## src/rtl/dec_pkg.sv

```systemverilog
// dec_pkg: shared state encoding and mode constants for the dec_scan_n decoder.
package dec_pkg;
   typedef enum logic [1:0] {ST_DIRECT, ST_SCAN, ST_PAUSE} state_e;
   localparam logic MODE_DIRECT = 1'b0;
   localparam logic MODE_SCAN   = 1'b1;
endpackage

```

## src/rtl/dec_onehot.sv

```systemverilog
// dec_onehot: combinational N-to-2**N one-hot decoder with enable.
module dec_onehot #(
   parameter int N = 3
) (
   input  logic           en_i,
   input  logic [N-1:0]   a_i,
   output logic [0:2**N-1] y_o
);
   always_comb
      for (int i = 0; i < 2**N; i++) y_o[i] = en_i && (a_i == N'(i));
endmodule

```

## src/rtl/dec_scan_n.sv

```systemverilog
// dec_scan_n: registered one-hot decoder with direct and scanning address modes.
// Defining DEC_SCAN_DWELL_EN adds the dwell port and per-step hold counter.
module dec_scan_n
   import dec_pkg::*;
#(
   parameter int N       = 3,
   parameter int DWELL_W = 4
) (
   input  logic               clk,
   input  logic               resetn,
   input  logic               en,
   input  logic               mode,
   input  logic [N-1:0]       w,
   input  logic               load,
`ifdef DEC_SCAN_DWELL_EN
   input  logic [DWELL_W-1:0] dwell,
`endif
   output logic [0:2**N-1]    y,
   output logic [N-1:0]       addr,
   output logic               wrap
);
   state_e             state_q, state_d;
   logic [N-1:0]       addr_q, addr_d, dec_a;
   logic [0:2**N-1]    y_q, y_d;
   logic               wrap_q, wrap_d, dec_en, step;

`ifdef DEC_SCAN_DWELL_EN
   logic [DWELL_W-1:0] cnt_q, cnt_d, dw_q, dw_eff;
   // dwell is captured on the first cycle of each step, so changes land on the next step
   assign dw_eff = (cnt_q == '0) ? dwell : dw_q;
   assign step   = cnt_q == dw_eff;
   always_comb begin
      cnt_d = cnt_q;
      if (load || state_d == ST_DIRECT) cnt_d = '0;
      else if (state_d == ST_SCAN) cnt_d = step ? '0 : cnt_q + 1'b1;
   end
   always_ff @(posedge clk or negedge resetn)
      if (!resetn) begin
         cnt_q <= '0;
         dw_q  <= '0;
      end else begin
         cnt_q <= cnt_d;
         dw_q  <= dw_eff;
      end
`else
   // no hold counter: every scanning cycle is a step
   assign step = DWELL_W > 0;
`endif

   always_comb begin
      state_d = (mode == MODE_SCAN) ? (en ? ST_SCAN : ST_PAUSE) : ST_DIRECT;
      dec_a   = (state_d == ST_DIRECT) ? w : addr_q;
      dec_en  = (state_d == ST_DIRECT) ? en : (state_d == ST_SCAN);
      addr_d  = addr_q;
      wrap_d  = 1'b0;
      if (load) addr_d = w;
      else if (state_d == ST_SCAN && step) begin
         addr_d = addr_q + 1'b1;
         wrap_d = &addr_q;
      end
   end

   dec_onehot #(.N(N)) u_dec (
      .en_i (dec_en),
      .a_i  (dec_a),
      .y_o  (y_d)
   );

   always_ff @(posedge clk or negedge resetn)
      if (!resetn) begin
         state_q <= ST_DIRECT;
         addr_q  <= '0;
         y_q     <= '0;
         wrap_q  <= 1'b0;
      end else begin
         state_q <= state_d;
         addr_q  <= addr_d;
         y_q     <= y_d;
         wrap_q  <= wrap_d;
      end

   assign y    = y_q;
   assign addr = addr_q;
   assign wrap = wrap_q && state_q == ST_SCAN;
endmodule
```

## config.mk

```make
export PLATFORM = sky130hd
export DESIGN_NAME = dec_scan_n
export DESIGN_NICKNAME = d
export VERILOG_FILES = /design/src/rtl/dec_pkg.sv /design/src/rtl/dec_onehot.sv /design/src/rtl/dec_scan_n.sv
export SDC_FILE = /design/constraint.sdc
export NUM_CORES = 1
export LEC_CHECK = 0
export CORE_MARGIN = 3
export CORE_UTILIZATION = 47
export CTS_BUF_LIST = sky130_fd_sc_hd__clkbuf_16
export CTS_CLUSTER_DIAMETER = 150
export CTS_CLUSTER_SIZE = 28
export DETAILED_ROUTE_END_ITERATION = 10
export PLACE_DENSITY = 0.81
export SYNTH_ARGS = -nofsm -noshare
export SYNTH_HDL_FRONTEND = slang
export SYNTH_SLANG_ARGS = --single-unit
```

## constraint.sdc

```tcl
create_clock -name clk -period 3.2 [get_ports clk]
set_input_delay 0.32 -clock clk [delete_from_list [all_inputs] [get_ports clk]]
set_output_delay 0.32 -clock clk [all_outputs]
set_load 0.02 [all_outputs]
```

# Word-level counts from Yosys, hierarchy flattened
# Cells that the tools add are included.
# totals
input_bits,8
elab_cells,35
output_inout_bits,12
regBits,14
# op_classes
reduce_logical,13
eq_ne,9
n_mux,8
n_addsub,1
# op_table
operator,n
3-bit == test (second input constant),4
1-bit logical AND,9
3-bit two-way mux,3
3-bit by 2-bit == test with 1-bit output (second input constant),2
2-bit by 1-bit == test with 1-bit output (second input constant),2
2-bit two-way mux,2
3-bit by 1-bit adder with 3-bit output (second input constant),1
3-bit by 1-bit == test with 1-bit output (second input constant),1
3-bit zero test,1
1-bit two-way mux,3
3-bit AND reduction,1
2-bit zero test,1
2-bit nonzero test,1

# Logic depth before layout (Yosys ltp)
# logic_depth
word_depth,6
ltp_mapped,4
depth_no_buf,4

# Modules after synthesis
# A second synthesis with hierarchy kept.
# hier_totals
hier_cells,47
area_unflattened_um2,643.1
# modules_own_cells
module,area_per_inst_um2,instances,cells_each,seq_area_each_um2
dec_scan_n,548.0,1,39,350.3
dec_onehot,95.1,1,8,0.0

# Worst setup path after synthesis
# Ideal clock, no wire load.
# synth_path
kind,register -> register
startpoint,"register addr_q[0], in the netlist addr[0]"
endpoint,"register addr_q[2], in the netlist addr[2]"
setup_slack_ns,1.906
required_time_ns,3.054
n_path_buf,0
path_stages_with_launch,5
synth_period_minus_slack_ns,1.294
setup_time_ns,0.146
arrival_time_ns,1.149
cell_sequence,dfrtp_1 -> ha_1 -> ha_1 -> nand4b_1 -> o311ai_0
# synth_between
elab_chain_len,3
# synth_rtl
element,line,source
"start, declared",dec_scan_n.sv:23,"logic [N-1:0] addr_q, addr_d, dec_a;"
"start signal, assigned",dec_scan_n.sv:77,addr_q <= addr_d;
3-bit by 1-bit adder with 3-bit output,dec_scan_n.sv:58,addr_d = addr_q + 1'b1;
3-bit two-way mux,dec_scan_n.sv:57,else if (state_d == ST_SCAN && step) begin
3-bit two-way mux,dec_scan_n.sv:56,if (load) addr_d = w;
# No other way between the ends. The select of a mux whose other input is x is not followed.
# A chain may end at the register's enable or synchronous reset.

# Worst setup path in the final report
# layout_path
startpoint,"register addr_q[1], in the netlist addr[1]"
endpoint,output addr[1]
# layout_lines
element,line,source
"end, declared",dec_scan_n.sv:19,"output logic [N-1:0] addr,"
# No word-level cell between the ends.

==> flow_summary_export.csv <==
group,metric,value,unit
clocking,cts.path.max_buffers,2,
detailed_routing,via_per_inst,5.85,
synth,synth_top_area_cell,"dfrtp_1",
detailed_routing,drc_errors,0,
clocking,cts_tree,"built",
worst_setup_path,required,2880,ps
synth,syn_inst,54,
synth,syn_area_per_cell,11.9,sq um
place,placed_area,836,sq um
pwr,p_clk_share,45.8,%
worst_setup_path,crit_fanout,7,
worst_setup_path,slowest_stage,"clkdlybuf4s50_1",
floorplanning,rows,12,
detailed_routing,vias,521,
global_routing,grt_util_all_layers,17.8,%
job,cap_violations,0,
detailed_routing,first_iter_violations,17,
synth,synth_commonest_cells,"dfrtp_1 (14), a211oi_1 (8), inv_1 (4), nand2_1 (4)",
synth,syn_area,641,sq um
place,io_buffer_count,19,
worst_setup_path,crit_arrival,1350,ps
global_routing,grt_pass1_vias,535,
worst_setup_path,crit_path_start_kind,"flip-flop",
sta,setup_viol,0,
sta,finalClockSkew,0.604,ps
final_layout,design_area,915,sq um
synth,ys_seq_area_share,54.7,%
synth,netlist_top_cells_area,"dfrtp_1 (55%), a211oi_1 (9.4%), or3b_1 (4.1%)",
final_layout,n_fill_cell,82,
sta,period_share,52.2,%
floorplanning,core,1190,sq um
final_layout,nets,86,
global_routing,grt_max_degree,16,
floorplanning,dieArea,1840,sq um
detailed_routing,drtAntennaViolNets,0,
worst_setup_path,critical-path-top-delay-family,"buffers and inverters",
detailed_routing,wire_per_inst,16.2,microns
synth,synth_seq_cells,14,
pwr,power_frac_seq,38.9,%
pwr,p_per_area,553,nW/um^2
pwr,p_comb_share,15.3,%
place,place_congestion,0.784,
worst_setup_path,critPathBufInv,1,
synth,syn-num-nets,64,
sta,tightest_slew,597,ps
synth,synth_ff_type,"dfrtp_1",
sta,min_period,1670,ps
worst_setup_path,crit_type,"flip-flop to output pin",
floorplanning,initial_utilization,54.0,%
worst_setup_path,path_cells,"clkdlybuf4s50_1",
sta,tns,0,ps
final_layout,areaGrowthSynthToFinish,42.8,%
final_layout,n_antenna_cell,0,
clocking,cts_setup_buffers,0,
synth,synth.most_common_cell,"dfrtp_1",
clocking,cts_resized,0,
clocking,cts_sinks,14,
worst_setup_path,slowest_delay,650,ps
final_layout,drive_gt1_share,6.67,%
synth,synth_top_area_share,54.7,%
final_layout,multi_input_comb_area,263,sq um
clocking,htreeDepth,1,
pwr,p_sw,117,uW
place,dpl.hpwl,968,microns
pwr,ir_drop,0.000409,V
clocking,clk_pin_slew_worst_paths,40,ps
detailed_routing,wl,1.44,mm
sta,clock.fmax,599,MHz
synth,synth.yosys.warnings,0,
clocking,clk_latency,240,ps
synth,ys_types,20,
floorplanning,die_y,42.9,microns
pwr,power.internal,389,uW
sta,hold_viol_final,0,
detailed_routing,firstDrtPassIters,4,
floorplanning,pin_count,20,
sta,rsz0062_at_grt,"false",
outcome,status,"completed",
worst_setup_path,end_kind,"output pin",
global_routing,grt_pass1_wl,2.40,mm
clocking,cts-root-buf,"clkbuf_16",
final_layout,ff_latch_area,350,sq um
synth,synth_edf_count,0,
pwr,leakagePower,0.390,nW
clocking,cts_buffers,3,
global_routing,antenna_found_initial,0,
global_routing,overflow,0,
sta,drv_slew,0,
floorplanning,die_width,42.9,microns
pwr,swShare,23.0,%
clocking,cts_hold_buf,0,
sta,relSlewSlack,60.1,%
synth,async_reset_ff_share,100,%
hold_path,hp-class,"primary input to asynchronous set/reset pin",
cell families (layout without fill, tap and decap cells):
| family | after synthesis | in the layout | share of synthesized area (%) |
|---|---|---|---|
| AOI/OAI and AO/OA | 11 | 11 | 13.7 |
| adders and majority gates | 2 | 2 | 3.91 |
| buffers and inverters | 6 | 27 | 4.30 |
| DFF | 14 | 14 | 54.7 |
| muxes | 2 | 2 | 3.32 |
| and+or+nand+nor | 19 | 19 | 20.1 |
stage by stage:
stage	total power [mW]	hold WS (ps)	cells	setup slack (ps)	util (%)
after floorplan	0.237	24.4	54	1910	-
after global placement	0.273	642	85	1450	70.5
after detailed placement	0.276	652	85	1340	70.5
after CTS	0.509	482	89	1530	77.1
after global routing	0.529	524	89	1440	77.1
final	0.506	463	89	1530	77.1
path summary, 6_finish.rpt:
path / startpoint / endpoint / slack, ps / cells past startpoint
worst max-delay path: addr[1] / addr[1] / 1530 / 1
worst min-delay path: resetn / state_q[1] / 460 / 1
worst max register to register: addr[0] / addr[2] / 1880 / 4
worst min register to register: addr[2] / addr[2] / 650 / 2
max in group asynchronous: resetn / y[7] / 2350 / 1
min in group clk: addr[2] / addr[2] / 650 / 2
cell usage in the layout, fill, tap and decap left out, types with 3 or more instances in the layout:
cell type         n
clkbuf_16         3
a211oi_1          8
dfrtp_1          14
or3b_1            3
clkdlybuf4s50_1  19
nand3b_1          3
inv_1             4
nand2_1           4
sequential cells by signal, indices dropped and copies added, names as in the netlist:
name     flops
y            8
state_q      2
addr         3
wrap_q       1
power by group through the flow:
stage	sequential, mW	combinational [mW]	clock, mW
2_1_floorplan	0.208	0.0283	0
3_3_place_gp	0.199	0.0743	0
3_5_place_dp	0.199	0.0765	0
4_1_cts	0.197	0.0774	0.234
5_1_grt	0.198	0.0835	0.247
6_report	0.197	0.0773	0.232
layer usage:
metal  routed length, microns  global-route usage [%]  up-vias
li1                         -                       -      245
met4                       14                    12.4        0
met5                        0                       0        -
met1                      602                    21.8      253
met3                       84                    3.39        2
met2                      741                    27.5       21
area by class of cell:
cell class,instances,share of cell area (%)
well taps,14,1.92
clock inverters,1,0.410
clock buffers,3,8.21
repair buffers,19,20.8
flip-flops and latches,14,38.3
inverters,4,1.64
multi-input cells,34,28.7
(Power assumes the default switching activity.)
